==> config.mk <==
export PLATFORM = sky130hd
export DESIGN_NAME = debug_host_ctrl_flat
export DESIGN_NICKNAME = d
export VERILOG_FILES = /design/src/rtl/debug_host_ctrl_pkg.sv /design/src/rtl/debug_host_ctrl_if.sv /design/src/rtl/debug_rx_packer.sv /design/src/rtl/debug_host_ctrl.sv /design/src/flat_wrapper.sv
export SDC_FILE = /design/constraint.sdc
export NUM_CORES = 1
export LEC_CHECK = 0
export CAP_MARGIN = 20
export CELL_PAD_IN_SITES_DETAIL_PLACEMENT = 0
export CELL_PAD_IN_SITES_GLOBAL_PLACEMENT = 2
export CORE_AREA = 2 2 148 150
export DETAILED_ROUTE_END_ITERATION = 8
export DIE_AREA = 0 0 150 152
export PLACE_DENSITY_LB_ADDON = 0.2
export RECOVER_POWER = 50
export SLEW_MARGIN = 5
export SYNTH_ARGS = -nofsm -noshare
export SYNTH_HDL_FRONTEND = slang
export SYNTH_SLANG_ARGS = --single-unit
export TNS_END_PERCENT = 100
==> constraint.sdc <==
create_clock -name i_clock -period 3.3 [get_ports i_clock]
set_input_delay 0.66 -clock i_clock [delete_from_list [all_inputs] [get_ports i_clock]]
set_output_delay 0.66 -clock i_clock [all_outputs]
set_load 0.02 [all_outputs]
==> src/rtl/debug_host_ctrl_pkg.sv <==
// Shared definitions for the debug-unit host controller: command bytes,
// response sizing and FSM state encoding.
package debug_host_ctrl_pkg;

    // Command bytes understood by the debug unit.
    localparam logic [7:0] CMD_WRITE_IM     = 8'd1;
    localparam logic [7:0] CMD_START        = 8'd2;
    localparam logic [7:0] CMD_STEP_BY_STEP = 8'd3;
    localparam logic [7:0] CMD_SEND_BR      = 8'd4;
    localparam logic [7:0] CMD_SEND_MEM     = 8'd5;
    localparam logic [7:0] CMD_SEND_PC      = 8'd6;
    localparam logic [7:0] CMD_STEP         = 8'd7;
    localparam logic [7:0] CMD_CONTINUE     = 8'd8;

    localparam int BYTES_PER_WORD = 4;
    localparam int PC_BYTES       = 1;
    localparam int CNT_W          = 16;

    typedef enum logic [3:0] {
        ST_IDLE,
        ST_SEND_CMD,
        ST_WAIT_CMD_TX,
        ST_PROG_FETCH,
        ST_PROG_LATCH,
        ST_SEND_PROG,
        ST_WAIT_PROG_TX,
        ST_RECV,
        ST_DONE
    } state_e;

    function automatic logic is_valid_op(input logic [7:0] op);
        return (op >= CMD_WRITE_IM) && (op <= CMD_CONTINUE);
    endfunction

    function automatic logic has_pc(input logic [7:0] op);
        return (op == CMD_SEND_PC) || (op == CMD_STEP);
    endfunction

    function automatic logic [CNT_W-1:0] resp_bytes(input logic [7:0] op,
                                                    input int n_regs,
                                                    input int n_dm);
        int n;
        n = 0;
        case (op)
            CMD_SEND_PC:  n = PC_BYTES;
            CMD_SEND_BR:  n = BYTES_PER_WORD * n_regs;
            CMD_SEND_MEM: n = BYTES_PER_WORD * n_dm;
            CMD_STEP:     n = PC_BYTES + BYTES_PER_WORD * (n_regs + n_dm);
            default:      n = 0;
        endcase
        return CNT_W'(n);
    endfunction

endpackage

==> src/rtl/debug_host_ctrl_if.sv <==
// Op request, program ROM, UART TX/RX and capture-buffer signals of the host controller.
interface debug_host_ctrl_if #(
    parameter int NB_CAP_ADDR = 7
);
    logic                   i_op_valid;
    logic [7:0]             i_op;
    logic [7:0]             o_prog_addr;
    logic [31:0]            i_prog_data;
    logic [7:0]             o_tx_data;
    logic                   o_tx_start;
    logic                   i_tx_done;
    logic                   i_rx_done;
    logic [7:0]             i_rx_data;
    logic                   o_cap_we;
    logic [NB_CAP_ADDR-1:0] o_cap_addr;
    logic [31:0]            o_cap_data;
    logic                   o_busy;
    logic                   o_done;
    logic                   o_timeout;

    modport master (
        input  i_op_valid, i_op, i_prog_data, i_tx_done, i_rx_done, i_rx_data,
        output o_prog_addr, o_tx_data, o_tx_start, o_cap_we, o_cap_addr,
               o_cap_data, o_busy, o_done, o_timeout
    );

    modport slave (
        output i_op_valid, i_op, i_prog_data, i_tx_done, i_rx_done, i_rx_data,
        input  o_prog_addr, o_tx_data, o_tx_start, o_cap_we, o_cap_addr,
               o_cap_data, o_busy, o_done, o_timeout
    );
endinterface

==> src/rtl/debug_rx_packer.sv <==
// Packs the response byte stream into 32-bit capture words: optional leading
// PC byte stored alone, then MSB-first groups of four bytes.
module debug_rx_packer
    import debug_host_ctrl_pkg::*;
#(
    parameter int NB_CAP_ADDR = 7
) (
    input  logic                   i_clock,
    input  logic                   i_reset,
    input  logic                   clear,
    input  logic                   pc_first,
    input  logic                   byte_valid,
    input  logic [7:0]             byte_data,
    output logic                   cap_we,
    output logic [NB_CAP_ADDR-1:0] cap_addr,
    output logic [31:0]            cap_data,
    output logic [CNT_W-1:0]       byte_cnt
);

    logic [1:0]  lane;
    logic [23:0] shift;

    always_ff @(posedge i_clock) begin
        if (i_reset) begin
            lane     <= '0;
            shift    <= '0;
            byte_cnt <= '0;
            cap_addr <= '0;
            cap_we   <= 1'b0;
            cap_data <= '0;
        end else if (clear) begin
            lane     <= '0;
            shift    <= '0;
            byte_cnt <= '0;
            cap_addr <= '0;
            cap_we   <= 1'b0;
        end else begin
            cap_we <= 1'b0;
            // Address advances after each write and sticks at the top entry.
            if (cap_we && (cap_addr != '1))
                cap_addr <= cap_addr + 1'b1;
            if (byte_valid) begin
                byte_cnt <= byte_cnt + 1'b1;
                if (pc_first && (byte_cnt == '0)) begin
                    cap_data <= {24'b0, byte_data};
                    cap_we   <= 1'b1;
                end else begin
                    shift <= {shift[15:0], byte_data};
                    lane  <= lane + 1'b1;
                    if (lane == 2'd3) begin
                        cap_data <= {shift, byte_data};
                        cap_we   <= 1'b1;
                    end
                end
            end
        end
    end

endmodule

==> src/rtl/debug_host_ctrl.sv <==
// Host-side initiator for the debug-unit protocol: sends a command and program
// words over UART, then captures the response stream with a timeout guard.
module debug_host_ctrl
    import debug_host_ctrl_pkg::*;
#(
    parameter int PROG_WORDS     = 11,
    parameter int N_REGS         = 32,
    parameter int N_DM           = 32,
    parameter int NB_CAP_ADDR    = 7,
    parameter int TIMEOUT_CYCLES = 2000000
) (
    input logic                i_clock,
    input logic                i_reset,
    debug_host_ctrl_if.master  bus
);

    localparam int TO_W = (TIMEOUT_CYCLES > 1) ? $clog2(TIMEOUT_CYCLES) : 1;

    state_e                 state, state_nx;
    logic [7:0]             op;
    logic [7:0]             prog_idx;
    logic [31:0]            prog_word;
    logic [1:0]             byte_sel;
    logic [TO_W-1:0]        timer;
    logic [CNT_W-1:0]       byte_cnt, exp_bytes;
    logic                   accept, rx_valid, recv_last, timeout_hit;
    logic                   cap_we;
    logic [NB_CAP_ADDR-1:0] cap_addr;
    logic [31:0]            cap_data;

    assign accept      = (state == ST_IDLE) && bus.i_op_valid && is_valid_op(bus.i_op);
    assign exp_bytes   = resp_bytes(op, N_REGS, N_DM);
    assign rx_valid    = (state == ST_RECV) && bus.i_rx_done && (byte_cnt < exp_bytes);
    assign recv_last   = cap_we && (byte_cnt == exp_bytes);
    assign timeout_hit = (state == ST_RECV) && !bus.i_rx_done && !recv_last &&
                         (timer == TO_W'(TIMEOUT_CYCLES - 1));

    debug_rx_packer #(.NB_CAP_ADDR(NB_CAP_ADDR)) u_packer (
        .i_clock    (i_clock),
        .i_reset    (i_reset),
        .clear      (accept),
        .pc_first   (has_pc(op)),
        .byte_valid (rx_valid),
        .byte_data  (bus.i_rx_data),
        .cap_we     (cap_we),
        .cap_addr   (cap_addr),
        .cap_data   (cap_data),
        .byte_cnt   (byte_cnt)
    );

    assign bus.o_cap_we      = cap_we;
    assign bus.o_cap_addr    = cap_addr;
    assign bus.o_cap_data    = cap_data;
    assign bus.o_prog_addr   = prog_idx;
    assign bus.o_timeout     = timeout_hit;

    // NOTE: every output of this block gets a default first, so no path can infer a latch.
    always_comb begin
        state_nx       = state;
        bus.o_tx_data  = 8'h00;
        bus.o_tx_start = 1'b0;
        bus.o_busy     = (state != ST_IDLE);
        bus.o_done     = 1'b0;
        case (state)
            ST_IDLE:        if (accept) state_nx = ST_SEND_CMD;
            ST_SEND_CMD: begin
                bus.o_tx_data  = op;
                bus.o_tx_start = 1'b1;
                state_nx       = ST_WAIT_CMD_TX;
            end
            ST_WAIT_CMD_TX: begin
                bus.o_tx_data = op;
                if (bus.i_tx_done) begin
                    case (op)
                        CMD_WRITE_IM: state_nx = ST_PROG_FETCH;
                        CMD_SEND_BR, CMD_SEND_MEM, CMD_SEND_PC, CMD_STEP:
                                      state_nx = ST_RECV;
                        default:      state_nx = ST_DONE;
                    endcase
                end
            end
            ST_PROG_FETCH:  state_nx = ST_PROG_LATCH;
            ST_PROG_LATCH:  state_nx = ST_SEND_PROG;
            ST_SEND_PROG: begin
                bus.o_tx_data  = prog_word[{byte_sel, 3'b000} +: 8];
                bus.o_tx_start = 1'b1;
                state_nx       = ST_WAIT_PROG_TX;
            end
            ST_WAIT_PROG_TX: begin
                bus.o_tx_data = prog_word[{byte_sel, 3'b000} +: 8];
                if (bus.i_tx_done) begin
                    if (byte_sel != 2'd3)                   state_nx = ST_SEND_PROG;
                    else if (prog_idx == 8'(PROG_WORDS - 1)) state_nx = ST_DONE;
                    else                                    state_nx = ST_PROG_FETCH;
                end
            end
            ST_RECV: begin
                if (recv_last)        state_nx = ST_DONE;
                else if (timeout_hit) state_nx = ST_IDLE;
            end
            ST_DONE: begin
                bus.o_done = 1'b1;
                state_nx   = ST_IDLE;
            end
            default:        state_nx = ST_IDLE;
        endcase
    end

    // NOTE: registers are written with non-blocking assignments so every flop samples pre-edge values.
    always_ff @(posedge i_clock) begin
        if (i_reset) begin
            state     <= ST_IDLE;
            op        <= '0;
            prog_idx  <= '0;
            prog_word <= '0;
            byte_sel  <= '0;
            timer     <= '0;
        end else begin
            state <= state_nx;
            if (accept) begin
                op       <= bus.i_op;
                prog_idx <= '0;
                byte_sel <= '0;
            end
            if (state == ST_PROG_LATCH)
                prog_word <= bus.i_prog_data;
            if ((state == ST_WAIT_PROG_TX) && bus.i_tx_done) begin
                byte_sel <= byte_sel + 1'b1;
                if ((byte_sel == 2'd3) && (prog_idx != 8'(PROG_WORDS - 1)))
                    prog_idx <= prog_idx + 1'b1;
            end
            // Timeout counts idle cycles between response bytes.
            if ((state_nx == ST_RECV) && ((state != ST_RECV) || bus.i_rx_done))
                timer <= '0;
            else if (state == ST_RECV)
                timer <= timer + TO_W'(1);
        end
    end

endmodule

==> src/flat_wrapper.sv <==
// flat-port wrapper written by rule: the top's interface ports become plain ports
module debug_host_ctrl_flat import debug_host_ctrl_pkg::*;
#(
    parameter int PROG_WORDS     = 11,
    parameter int N_REGS         = 32,
    parameter int N_DM           = 32,
    parameter int NB_CAP_ADDR    = 7,
    parameter int TIMEOUT_CYCLES = 2000000
)
  (i_clock, i_reset, bus_i_op_valid, bus_i_op, bus_i_prog_data, bus_i_tx_done, bus_i_rx_done, bus_i_rx_data, bus_o_prog_addr, bus_o_tx_data, bus_o_tx_start, bus_o_cap_we, bus_o_cap_addr, bus_o_cap_data, bus_o_busy, bus_o_done, bus_o_timeout);
  debug_host_ctrl_if #(.NB_CAP_ADDR(NB_CAP_ADDR)) bus_i ();
  input logic i_clock;
  input logic i_reset;
  input wire logic [$bits(bus_i.i_op_valid)-1:0] bus_i_op_valid;
  input wire logic [$bits(bus_i.i_op)-1:0] bus_i_op;
  input wire logic [$bits(bus_i.i_prog_data)-1:0] bus_i_prog_data;
  input wire logic [$bits(bus_i.i_tx_done)-1:0] bus_i_tx_done;
  input wire logic [$bits(bus_i.i_rx_done)-1:0] bus_i_rx_done;
  input wire logic [$bits(bus_i.i_rx_data)-1:0] bus_i_rx_data;
  output wire logic [$bits(bus_i.o_prog_addr)-1:0] bus_o_prog_addr;
  output wire logic [$bits(bus_i.o_tx_data)-1:0] bus_o_tx_data;
  output wire logic [$bits(bus_i.o_tx_start)-1:0] bus_o_tx_start;
  output wire logic [$bits(bus_i.o_cap_we)-1:0] bus_o_cap_we;
  output wire logic [$bits(bus_i.o_cap_addr)-1:0] bus_o_cap_addr;
  output wire logic [$bits(bus_i.o_cap_data)-1:0] bus_o_cap_data;
  output wire logic [$bits(bus_i.o_busy)-1:0] bus_o_busy;
  output wire logic [$bits(bus_i.o_done)-1:0] bus_o_done;
  output wire logic [$bits(bus_i.o_timeout)-1:0] bus_o_timeout;
  assign bus_i.i_op_valid = bus_i_op_valid;
  assign bus_i.i_op = bus_i_op;
  assign bus_i.i_prog_data = bus_i_prog_data;
  assign bus_i.i_tx_done = bus_i_tx_done;
  assign bus_i.i_rx_done = bus_i_rx_done;
  assign bus_i.i_rx_data = bus_i_rx_data;
  assign bus_o_prog_addr = bus_i.o_prog_addr;
  assign bus_o_tx_data = bus_i.o_tx_data;
  assign bus_o_tx_start = bus_i.o_tx_start;
  assign bus_o_cap_we = bus_i.o_cap_we;
  assign bus_o_cap_addr = bus_i.o_cap_addr;
  assign bus_o_cap_data = bus_i.o_cap_data;
  assign bus_o_busy = bus_i.o_busy;
  assign bus_o_done = bus_i.o_done;
  assign bus_o_timeout = bus_i.o_timeout;
  debug_host_ctrl #(.PROG_WORDS(PROG_WORDS), .N_REGS(N_REGS), .N_DM(N_DM), .NB_CAP_ADDR(NB_CAP_ADDR), .TIMEOUT_CYCLES(TIMEOUT_CYCLES)) u_core (.i_clock(i_clock), .i_reset(i_reset), .bus(bus_i));
endmodule
==> flow_summary.toml, run 1 <==
[status]
status = "complete, no violations"

[floorplanning]
dieArea_um2 = 22800
initial_utilization = 0.312
io_pins = 113
core-area_um2 = 21400
rows = 54
die_x_um = 150
fp.dieH_um = 152

[layout]
syn_to_final_growth_pct = 30.9
nNetsFinal = 920
utilization = 0.408
fill_cells = 2153
finalNonFillerCells = 1149
num_antenna_cells = 0
drive_gt1_frac = 0.104

[timing]
fin_crit_sh = 0.939
max_slew.worst_pin.slew_ns = 1.26
slew_viol_final = 0
skew_ns = 0.0122
slew_headroom = 0.160
min_period_ns = 3.10
fmax_mhz = 323
setup_viol = 0
hold_viol_final = 0
rsz0062_at_grt = "false"
setup_tns_ns = 0

[logic_synthesis]
synth_seq_cells = 157
synth_most_common_cell = "dfxtp_1"
async_flop_share = 0
synth.top_cells.by_area = "dfxtp_1 (47%), nand2_1 (8.6%), a21oi_1 (6.3%)"
synth_edf_count = 0
synth_common_cells = "dfxtp_1 (157), nand2_1 (152), a21oi_1 (84)"
synth_largest_area_cell = "dfxtp_1"
yosysSeqAreaShare = 0.472
synth_cell_type_count = 59
netlist_instances = 751
yosys_warnings = 0
syn_nets = 815
avgSynthCellArea_um2 = 8.87
synth_flop_cell = "dfxtp_1"
yosysTopAreaCellShare = 0.472
syn_area_um2 = 6660

[job]
maxCapViolations = 0

[clock_tree]
cts_buffer_depth = 2
cts.clk_slew.worst_paths_ns = 0.07
cts_tree = "done"
cts_sinks = 157
clock_latency_ns = 0.43
htree_levels = 4
root_buffer = "clkbuf_16"
cts_buffers = 17

[power_and_ir_drop]
leakage_nw = 3.20
vdd_drop_max_mv = 0.257
power.density_nw_per_um2 = 458

[route]
wl_um = 17600
avgRoutedWirePerCell_um = 15.3
dr_total_vias = 5707
ant_nets = 0
vias_per_cell = 4.97
drtPass1Iterations = 4
drtIter0Drc = 243
drc_errors = 0

[worst_setup_path]
startpoint_type = "flop"
cp.required_ns = 2.64
crit_type = "reg -> out"
worstPathArrival_ns = 2.44
end_kind = "output port"
path_max_fanout = 4

[grt]
grt_use_total = 0.157
grt_pass1_wl_um = 28800
grt_pass1_vias = 5586
antenna_found_initial = 0
overflow = 0
grt_start_max_net_pins = 44

[place]
gp_congestion = 0.834
place_inst = 1115
dp_hpwl_um = 12600
portBuffers = 112

[worst_hold_path]
hp-class = "reg -> reg"
==> final timing paths <==
kind,slack (ns),startpoint,cells after the start,to
setup / recovery,0.20,u_core.op[4],9,bus_o_timeout
hold reg to reg,0.45,u_core.prog_word[3],2,u_core.prog_word[3]
setup reg to reg,0.56,u_core.state[1],6,u_core.u_packer.shift[17]
hold / removal,0.45,u_core.prog_word[3],2,u_core.prog_word[3]
==> metrics by stage <==
step | cell area, µm² | total power, W | hold WS (ns) | setup slack (ns)
final | 8720 | 0.00399 | 0.454 | 0.202
after global routing | 8720 | 0.00414 | 0.477 | 0.00435
after CTS | 8690 | 0.00404 | 0.457 | 0.0919
after detailed placement | 8060 | 0.00206 | 0.447 | 0.0870
after global placement | 8060 | 0.00206 | 0.442 | 0.135
after floorplan | 6660 | 0.00197 | 0.432 | 0.777
==> where the power goes <==
group | switching (W) | internal, W | total [W]
Combinational | 0.0000590 | 0.0000636 | 0.000123
Clock | 0.000943 | 0.00103 | 0.00197
Sequential | 0.00000101 | 0.00189 | 0.00189
Total | 0.00100 | 0.00299 | 0.00399
==> what timing repair did <==
item | in CTS | in global routing
setup endpoints to repair | 1 | 1
hold buffers | 0 | 0
gates cloned | 0 | 0
pin swaps | 0 | 1
resized for setup | 2 | 2
buffers inserted | 0 | 1
==> layout by cell type (no fill, tap or decap), types with 10 or more instances in the layout <==
cell type / netlist / final
a22o_1: 24 / 24
clkbuf_16: 0 / 17
nand4_1: 17 / 17
nand3_1: 22 / 22
buf_4: 5 / 18
dfxtp_1: 157 / 157
inv_1: 11 / 11
nor2_1: 56 / 56
a21oi_1: 84 / 84
xnor2_1: 15 / 15
clkdlybuf4s50_1: 0 / 61
nand2_1: 152 / 152
ha_1: 11 / 10
dlygate4sd3_1: 0 / 49
and3_1: 19 / 19
xor2_1: 17 / 17
==> critical path, stage by stage (launching register included) <==
cell	delay, ns
dfxtp_1	0.35
nor3_4	0.24
nand4_1	0.15
inv_1	0.11
nand2_1	0.09
ha_4	0.31
nand4_1	0.11
nor3_2	0.25
nor2b_1	0.09
dlygate4sd2_1	0.32
==> registers in the layout, indices dropped and copies added (netlist names) <==
register / cells
u_core.bus.o_prog_addr: 8
u_core.byte_sel: 2
u_core.op: 8
u_core.prog_word: 32
u_core.state: 4
u_core.timer: 21
u_core.u_packer.byte_cnt: 16
u_core.u_packer.cap_addr: 7
u_core.u_packer.cap_data: 32
u_core.u_packer.cap_we: 1
u_core.u_packer.lane: 2
u_core.u_packer.shift: 24
==> kinds of logic after synthesis <==
family,Yosys count,share of synthesized area
AOI/OAI and AO/OA,146,0.145
xor gates and xnor gates,32,0.0421
adders and majority gates,11,0.0207
buffers and inverters,56,0.0387
DFF,157,0.472
muxes,17,0.0406
and+or+nand+nor,332,0.241
==> final cells by class <==
| cell class | count | area [µm²] | share of cell area |
|---|---|---|---|
| flip-flops and latches | 157 | 3140 | 0.361 |
| multi-input cells | 538 | 3300 | 0.378 |
| well taps | 280 | 350 | 0.0402 |
| clock buffers | 17 | 425 | 0.0488 |
| repair buffers | 131 | 1260 | 0.145 |
| clock inverters | 15 | 195 | 0.0224 |
| inverters | 11 | 41.3 | 0.00474 |
==> per-layer routing <==
| metal | up-vias | routed length (µm) | global-route usage |
|---|---|---|---|
| met3 | 13 | 758 | 0.0345 |
| met5 | - | 0 | 0 |
| met1 | 2711 | 8390 | 0.212 |
| met4 | 0 | 181 | 0.0485 |
| li1 | 2850 | - | - |
| met2 | 133 | 8230 | 0.251 |
(Power assumes the default switching activity.)
==> run 2: changes to the inputs <==
--- a/config.mk
+++ b/config.mk
@@ -8,9 +8,10 @@
 export CAP_MARGIN = 20
 export CELL_PAD_IN_SITES_DETAIL_PLACEMENT = 0
 export CELL_PAD_IN_SITES_GLOBAL_PLACEMENT = 2
-export CORE_AREA = 2 2 148 150
+export CORE_AREA = 2 2 155 157
+export CTS_CLUSTER_DIAMETER = 80
 export DETAILED_ROUTE_END_ITERATION = 8
-export DIE_AREA = 0 0 150 152
+export DIE_AREA = 0 0 157 159
 export PLACE_DENSITY_LB_ADDON = 0.2
 export RECOVER_POWER = 50
 export SLEW_MARGIN = 5
==> constraint.sdc (replaced) <==
create_clock -name i_clock -period 2.6 [get_ports i_clock]
set_input_delay 0.52 -clock i_clock [delete_from_list [all_inputs] [get_ports i_clock]]
set_output_delay 0.52 -clock i_clock [all_outputs]
set_load 0.02 [all_outputs]
==> flow_summary.toml, run 2 (synthesis results as in run 1) <==
[power_and_ir_drop]
leakage_nw = 3.50
vdd_drop_max_mv = 0.422
power.density_nw_per_um2 = 548
seqPwrFrac = 0.473
comb_power_share = 0.033
intPower_w = 0.00380
power.switching_w = 0.00128
pwr-share-clk = 0.493
p_total_w = 0.00508
switching_share = 0.252

[timing]
hold_viol_final = 0
slew_headroom = 0.257
max_slew.worst_pin.slew_ns = 1.11
fmax_mhz = 374
min_period_ns = 2.67
rsz0062_at_grt = "true"
whs_ns = 0.454
skew_ns = 0.0174
fin_ws_ns = -0.0709
fin_crit_sh = 1.03
slew_viol_final = 0
setup_viol = 1

[grt]
gr-usage-met3 = 0.0335
grt_pass1_wl_um = 29200
use_met2 = 0.239
overflow = 0
grt_pass1_vias = 5664
grt_use_total = 0.147
grt_start_max_net_pins = 48
met1_usage = 0.194
grt.busiest_layer = "met2"
antenna_found_initial = 0

[worst_setup_path]
critical_path.slowest_cell = "dfxtp_2"
path_delay_family = "simple AND/OR/NAND/NOR gates"
end_kind = "output port"
path_cells = "nor3_4, nand4_1, inv_1, nand2_2, ha_4, nand4_1, nor3_2, buf_4, nor2b_1, buf_4"
worstPathArrival_ns = 2.15
startpoint_type = "flop"
crit_path_max_incr_delay_ns = 0.34
path_max_fanout = 2
worst-path-buf-inv = 3
cp.required_ns = 2.08
crit_type = "reg -> out"

[route]
ant_nets = 0
wl_um = 18600
drc_errors = 0
drtPass1Iterations = 5
dr_total_vias = 5888
vias_per_cell = 4.78
drtIter0Drc = 252
avgRoutedWirePerCell_um = 15.1

[layout]
layout_top_registers = "u_core.prog_word: 32 flops, u_core.u_packer.cap_data: 32 flops, u_core.u_packer.shift: 24 flops"
drive_gt1_frac = 0.164
final_cell_mix = "dfxtp_1 (155), nand2_1 (151), a21oi_1 (83)"
num_antenna_cells = 0
final_area_um2 = 9260
mostFrequentLayoutCell = "dfxtp_1"
syn_to_final_growth_pct = 39.1
nNetsFinal = 965
fill_cells = 2317

[floorplanning]
initial_utilization = 0.287
core-area_um2 = 23200
dieArea_um2 = 25000
fp.dieH_um = 159
die_x_um = 157
io_pins = 113
rows = 56

[clock_tree]
cts_hold_buffers = 0
clock_latency_ns = 0.42
cts_buffer_depth = 2
cts.clk_slew.worst_paths_ns = 0.07
root_buffer = "clkbuf_16"
cts_tree = "done"
htree_levels = 4
cts_sinks = 157
cts_buffers = 17

[status]
status = "finished, violations left"
violations = "setup timing"

[place]
portBuffers = 112
postPlaceCellArea_um2 = 8380
gp_congestion = 0.787
dp_hpwl_um = 12800

[job]
maxCapViolations = 0

[worst_hold_path]
hp-class = "reg -> reg"
-- run 2: changes by cell type in the layout (fill, tap and decap cells not counted), moves of 3 or more --
| cell | previous run | this run |
|---|---|---|
| a21oi_4 | 0 | 3 |
| buf_12 | 0 | 4 |
| buf_4 | 18 | 52 |
| buf_6 | 0 | 4 |
| clkdlybuf4s50_1 | 61 | 57 |
| dlygate4sd2_1 | 1 | 6 |
| dlygate4sd3_1 | 49 | 45 |
-- run 2: timing repair --
item / CTS / global route
setup endpoints to repair: 42 / 74
pin swaps: 3 / 31
cloned: 0 / 4
gates resized for setup: 16 / 29
setup buffers: 2 / 10
-- run 2: final timing paths --
| check | depth (start not counted) | slack, ns | endpoint | start |
|---|---|---|---|---|
| min | 2 | 0.45 | u_core.u_packer.shift[22] | u_core.u_packer.shift[22] |
| min reg2reg | 2 | 0.45 | u_core.u_packer.shift[22] | u_core.u_packer.shift[22] |
| max reg2reg | 10 | 0.02 | u_core.u_packer.byte_cnt[8] | u_core.op[7] |
| max | 10 | -0.07 | bus_o_timeout | u_core.op[7] |
-- run 2: worst reg2reg max path: stages (launching register included) --
cell and delay [ns]:
dfxtp_2 0.34, nor3_4 0.19, nand4_1 0.15, inv_1 0.12, buf_4 0.11, ha_1 0.13, or4b_4 0.49, o221ai_4 0.21
nand4_1 0.26, or3_1 0.43, a21oi_2 0.12
-- run 2: cell type report --
type	instances	area, µm²	share of cell area
sequential	157	3150	0.340
tap	319	399	0.0431
clock inverter	15	186	0.0201
clock buffer	17	425	0.0459
multi-input combinational	540	3410	0.369
timing repair buffer	174	1650	0.178
inverter	11	41.3	0.00446
-- run 2: power by group through the flow --
stage,clock network [W],logic [W],registers (W)
3_3_place_gp,0,0.000164,0.00246
3_5_place_dp,0,0.000164,0.00246
5_1_grt,0.00269,0.000181,0.00240
4_1_cts,0.00260,0.000166,0.00240
6_report,0.00251,0.000168,0.00240
2_1_floorplan,0,0.0000459,0.00246
-- run 2: metal layers --
layer | up-vias | share of wire
met5 | - | 0
met4 | 0 | 0.011
met3 | 11 | 0.044
met2 | 151 | 0.48
met1 | 2770 | 0.47
li1 | 2956 | -
-- run 2: stage by stage --
stage | std cells | util | setup TNS (ns) | setup WS, ns
3_3_place_gp | 1185 | 0.361 | -0.805 | -0.106
2_1_floorplan | 751 | - | 0 | 0.0770
5_1_grt | 1233 | 0.399 | -4.86 | -0.205
3_5_place_dp | 1185 | 0.361 | -3.78 | -0.153
4_1_cts | 1219 | 0.389 | -0.196 | -0.196
6_report | 1233 | 0.399 | -0.0709 | -0.0709
==> edit 1 (settings of run 1) <==
Change the package constant `CNT_W` from 16 to 32.
--- a/src/rtl/debug_host_ctrl_pkg.sv
+++ b/src/rtl/debug_host_ctrl_pkg.sv
@@ -14,7 +14,7 @@
 
     localparam int BYTES_PER_WORD = 4;
     localparam int PC_BYTES       = 1;
-    localparam int CNT_W          = 16;
+    localparam int CNT_W          = 32;
 
     typedef enum logic [3:0] {
         ST_IDLE,
Function: no difference found for any inputs over 4 cycles, from zero or initial values and one cycle with i_reset high; that may be too few to reach the edited logic, so the function may still have changed.
==> edit 1 against run 1 <==
  * Worst setup slack got worse by 36 ps
  * Design area increased by 5.1%
  * Sequential cell count grew 16
  * Power rose by 4.6%
  * Die area is the same
  * Synthesized area grew 6.9%
  * Via count increased by 1.0%
  * Wire length rose by 1.1%
  * Largest power group is now registers
==> edit 1: results (changes against run 1) <==
final count of pins violating max slew 0 (unchanged); Critical Path AT 2470 ps (was 2440 ps); Synth area leaders dfxtp_1, nand2_1, a21oi_1 (unchanged); global-route wire length before repair 29.9 mm (was 28.8 mm); vias in the first global route 5745 (was 5586); worst hold path type reg -> reg (unchanged); syn_nets 850 (was 815); Cell Area, Placed 8560 um2 (was 8060 um2); largest net degree at the start of global routing 45 (was 44); Ys Warns 0 (unchanged); clock latency on the worst-skew pair 430 ps (about the same); VDD IR max 308 uV (was 257 uV); cell family with most CP delay simple AND/OR/NAND/NOR gates (unchanged); critical path's slowest cell or3_4 (was dfxtp_1); clk slew on worst S/H paths 70 ps (about the same); top flop regs u_core.prog_word: 32 flops, u_core.u_packer.byte_cnt: 32 flops, u_core.u_packer.cap_data: 32 flops (was u_core.prog_word: 32 flops, u_core.u_packer.cap_data: 32 flops, u_core.u_packer.shift: 24 flops); Final ANT Viol Nets 0 (unchanged); Worst Path Class, Setup reg -> out (unchanged); Yosys cell types 53 (was 59); wire per inst 15.0 um (was 15.3 um); Synth top cells by count dfxtp_1, nand2_1, a21oi_1 (unchanged); initial antenna violation count 0 (unchanged); Root Driver clkbuf_16 (unchanged); dpl hpwl 12.8 mm (was 12.6 mm); final setup skew 16.6 ps (was 12.2 ps); Tightest Pin Transition 1230 ps (was 1260 ps); Leakage 0.00337 uW (was 0.00320 uW); global placement routability congestion 0.809 (was 0.834); RR Startpoint u_core.op[6] (was u_core.state[1]); register area share after synthesis 0.486 (was 0.472); total number of vias 5764 (was 5707); H-Tree Depth 4 (unchanged); fillcell total 2126 (was 2153); critical path's largest stage delay roughly 360 ps; CTS Buf Count 17 (unchanged); Max Root-Sink Buffers 2 (unchanged); Nets 954 (was 920); Hold Startpoint u_core.u_packer.shift[17] (was u_core.prog_word[3]); switching share of power 0.241 (was 0.251); initial DRC count 272 (was 243); # diodes 0 (unchanged); fraction of registers with async set or reset after synthesis 0 (unchanged); GRT Overall Usage 0.163 (was 0.157); largest fanout on the critical path 3 (was 4); drt pass-1 iters 5 (was 4); fraction of layout cells with a size suffix above 1 0.111 (was 0.104); Buffers on Ports 112 (unchanged); status finished, final reports clean (unchanged)
-- edit 1: final timing paths --
path / end / slack, ps / depth (start not counted)
min: u_core.u_packer.shift[17] / 450 / 2
max: bus_o_timeout / 170 / 10
min reg2reg: u_core.u_packer.shift[17] / 450 / 2
max reg2reg: u_core.timer[20] / 430 / 11
-- edit 1: stage by stage --
step | total power (uW) | setup slack [ps] | cells
final | 4180 | 166 | 1183
after global routing | 4350 | 16.1 | 1183
after CTS | 4250 | 6.37 | 1183
after detailed placement | 2260 | 91.5 | 1151
after global placement | 2260 | 159 | 1151
after floorplan | 2180 | 449 | 786
-- edit 1: cells by family after synthesis --
| family | Yosys count | synth area share |
|---|---|---|
| xor gates and xnor gates | 36 | 0.0443 |
| buffers and inverters | 54 | 0.0339 |
| AOI/OAI and AO/OA | 119 | 0.102 |
| and+or+nand+nor | 364 | 0.258 |
| muxes | 29 | 0.0553 |
| adders and majority gates | 11 | 0.0193 |
| DFF | 173 | 0.486 |
-- edit 1: area by class of cell --
class | count | area, um2 | area share
Clock inverter | 15 | 166 | 0.0182
Timing Repair Buffer | 132 | 1280 | 0.139
Tap cell | 280 | 350 | 0.0383
Sequential cell | 173 | 3460 | 0.378
Inverter | 7 | 26.3 | 0.00287
Clock buffer | 17 | 425 | 0.0465
Multi-Input combinational cell | 559 | 3450 | 0.377
-- edit 1: timing repair --
item                                    in CTS  in global routing
pin swaps                                    1                  2
gates cloned                                 0                  0
endpoints found under the setup margin       1                  1
hold buffers                                 0                  0
gates resized for setup                      6                  3
endpoints found under the hold margin        0                  0
buffers inserted                             0                  0
-- edit 1: power by group through the flow --
stage / Sequential, uW / Clock (uW) / Combinational (uW)
final: 2090 / 1960 / 124
after global routing: 2090 / 2130 / 134
after CTS: 2090 / 2030 / 127
after detailed placement: 2140 / 0 / 126
after global placement: 2140 / 0 / 125
after floorplan: 2140 / 0 / 40.6
-- edit 1: worst register-to-register path, cell delays in order (launching register included) --
cell      delay (ps)
dfxtp_1          330
nor3_2           230
nand3_1          150
nor2_2           150
nand2_1          110
ha_4             300
nand4_1           80
or3_4            360
o211ai_1         390
a32oi_2          190
buf_4            270
nor3_1           230
-- edit 1: routing by layer --
| layer | share of wire | track usage | routed length (um) |
|---|---|---|---|
| met1 | 0.46 | 0.204 | 8190 |
| met2 | 0.48 | 0.277 | 8600 |
| met3 | 0.043 | 0.0378 | 760 |
| met4 | 0.012 | 0.0485 | 217 |
| met5 | 0 | 0 | 0 |
==> edit 2 (flow settings as in run 1) <==
Without the edit above. Reset style: asynchronous (`i_reset`), changed in 2 clocked blocks.
--- a/src/rtl/debug_rx_packer.sv
+++ b/src/rtl/debug_rx_packer.sv
@@ -20,7 +20,7 @@
     logic [1:0]  lane;
     logic [23:0] shift;
 
-    always_ff @(posedge i_clock) begin
+    always_ff @(posedge i_clock or posedge i_reset) begin
         if (i_reset) begin
             lane     <= '0;
             shift    <= '0;
--- a/src/rtl/debug_host_ctrl.sv
+++ b/src/rtl/debug_host_ctrl.sv
@@ -107,7 +107,7 @@
     end
 
     // NOTE: registers are written with non-blocking assignments so every flop samples pre-edge values.
-    always_ff @(posedge i_clock) begin
+    always_ff @(posedge i_clock or posedge i_reset) begin
         if (i_reset) begin
             state     <= ST_IDLE;
             op        <= '0;
Formal check against the unedited RTL: differs if i_reset is asserted again (counterexample within 4 cycles, from zero or initial values and one cycle with i_reset high); with i_reset held inactive, the same outputs for 4 cycles.
==> edit 2 against run 1 <==
  * Clock skew fell by 4.1 ps
  * Global-route usage rose by 0.069 points
  * Die area did not move
  * Synthesized area rose by 9.7%
  * Design area rose by 9.4%
  * Sequential share of layout area rose by 5.1 points
  * Wire length fell by 0.73%
  * Critical path type is now in -> out
  * Sequential cell count did not move
  * Fmax fell by 4.0%
  * Via count fell by 6.6%
  * Non-clock buffer count rose by 15
  * Worst setup slack got worse by 130 ps
Power is not compared: it rests on default switching activity, and its combinational part moved more than twofold at a synthesized area within 25%.
==> edit 2: results (changes against run 1) <==
Root Driver clkbuf_16 (unchanged); total number of vias 5328 (was 5707); Nets 850 (was 920); worst reg2reg path depth 11 (was 6); global-route wire length before repair 28.7 mm (was 28.8 mm); clock-cell share of area 0.0652 (was 0.0712); Placed Instances 1040 (was 1115); GRT Overall Usage 0.158 (was 0.157); Yosys cell types 55 (was 59); critical path's slowest cell or4b_2 (was dfxtp_1); fraction of area in registers 0.412 (was 0.361); status finished, final reports clean (unchanged); largest fanout on the critical path 2 (was 4); Clock buffer cells 19 (was 17); met2 routed WL 7.99 mm (was 8.23 mm); met3 routed wirelength 716 um (was 758 um); Seq cells 157 (unchanged); top flop regs u_core.prog_word: 32 flops, u_core.u_packer.cap_data: 32 flops, u_core.u_packer.shift: 24 flops (unchanged); Critical Path AT 2570 ps (was 2440 ps); Cell Area, Placed 8850 um2 (was 8060 um2); Via density 4.94 (was 4.97); Main synth FF type dfrtp_1 (was dfxtp_1); Synth area leaders dfrtp_1, mux2_2, nand2_1 (was dfxtp_1, nand2_1, a21oi_1); M1 wire length 8.40 mm (was 8.39 mm); RR Startpoint u_core.op[3] (was u_core.state[1]); register area 3930 um2 (was 3140 um2); multi-input combinational cell count 452 (was 538); synthesized instance count 657 (was 751); Logic inverters 12 (was 11); met3 usage 0.0318 (was 0.0345); signal buffers share of area 0.146 (was 0.145); fraction of area in multi-input gates 0.335 (was 0.378); fillcell total 2035 (was 2153); flop-to-flop setup slack 290 ps (was 560 ps); Synth Area in XOR/XNOR 0.0443 (was 0.0421); Post-Synth Adder-Cell Area 0.0188 (was 0.0207); Tightest Pin Transition 1430 ps (was 1260 ps); vias in the first global route 5486 (was 5586); critical path's largest stage delay 610 ps (was 350 ps); fraction of registers with async set or reset after synthesis 1.00 (was 0); Hold Startpoint u_core.u_packer.cap_data[24] (was u_core.prog_word[3]); wire per inst 16.2 um (was 15.3 um); post-synthesis compound-gate area fraction 0.0853 (was 0.145); initial DRC count 238 (was 243); fraction of layout cells with a size suffix above 1 0.168 (was 0.104); Synth top cells by count dfrtp_1, nand2_1, a21oi_1 (was dfxtp_1, nand2_1, a21oi_1); syn_nets 721 (was 815); mux cell area share after synthesis 0.112 (was 0.0406); reg-to-reg endpoint u_core.u_packer.cap_data[18] (was u_core.u_packer.shift[17])
==> edit 2: changes by cell type after synthesis, moves of 14 or more <==
cell / change
mux2_2: +36
a21oi_1: -32
dfxtp_1: -157
nand3_1: +24
nor2_1: -15
o21ai_0: +14
nand2_1: -82
dfrtp_1: +157
==> edit 2: power breakdown <==
part	internal (uW)	switching, uW	total (uW)
clock network	1230	826	2060
logic	1020	927	1950
registers	2360	396	2760
total	4610	2150	6760
==> edit 2: worst min-delay path, stage by stage (launching register included) <==
cell and delay [ps]:
dfrtp_1 330, nand2_1 50, o21ai_0 60
==> edit 2: stage by stage <==
stage	setup slack [ps]	hold WS [ps]
4_1_cts	7.21	485
6_report	73.4	472
5_1_grt	3.46	511
2_1_floorplan	478	454
3_5_place_dp	-425	471
3_3_place_gp	-430	463
==> edit 2: what timing repair did <==
action | 4_1_cts | 5_1_grt
gates cloned | 0 | 0
pin swaps | 4 | 7
buffers inserted | 4 | 3
endpoints found under the setup margin | 1 | 1
gates resized for setup | 5 | 7
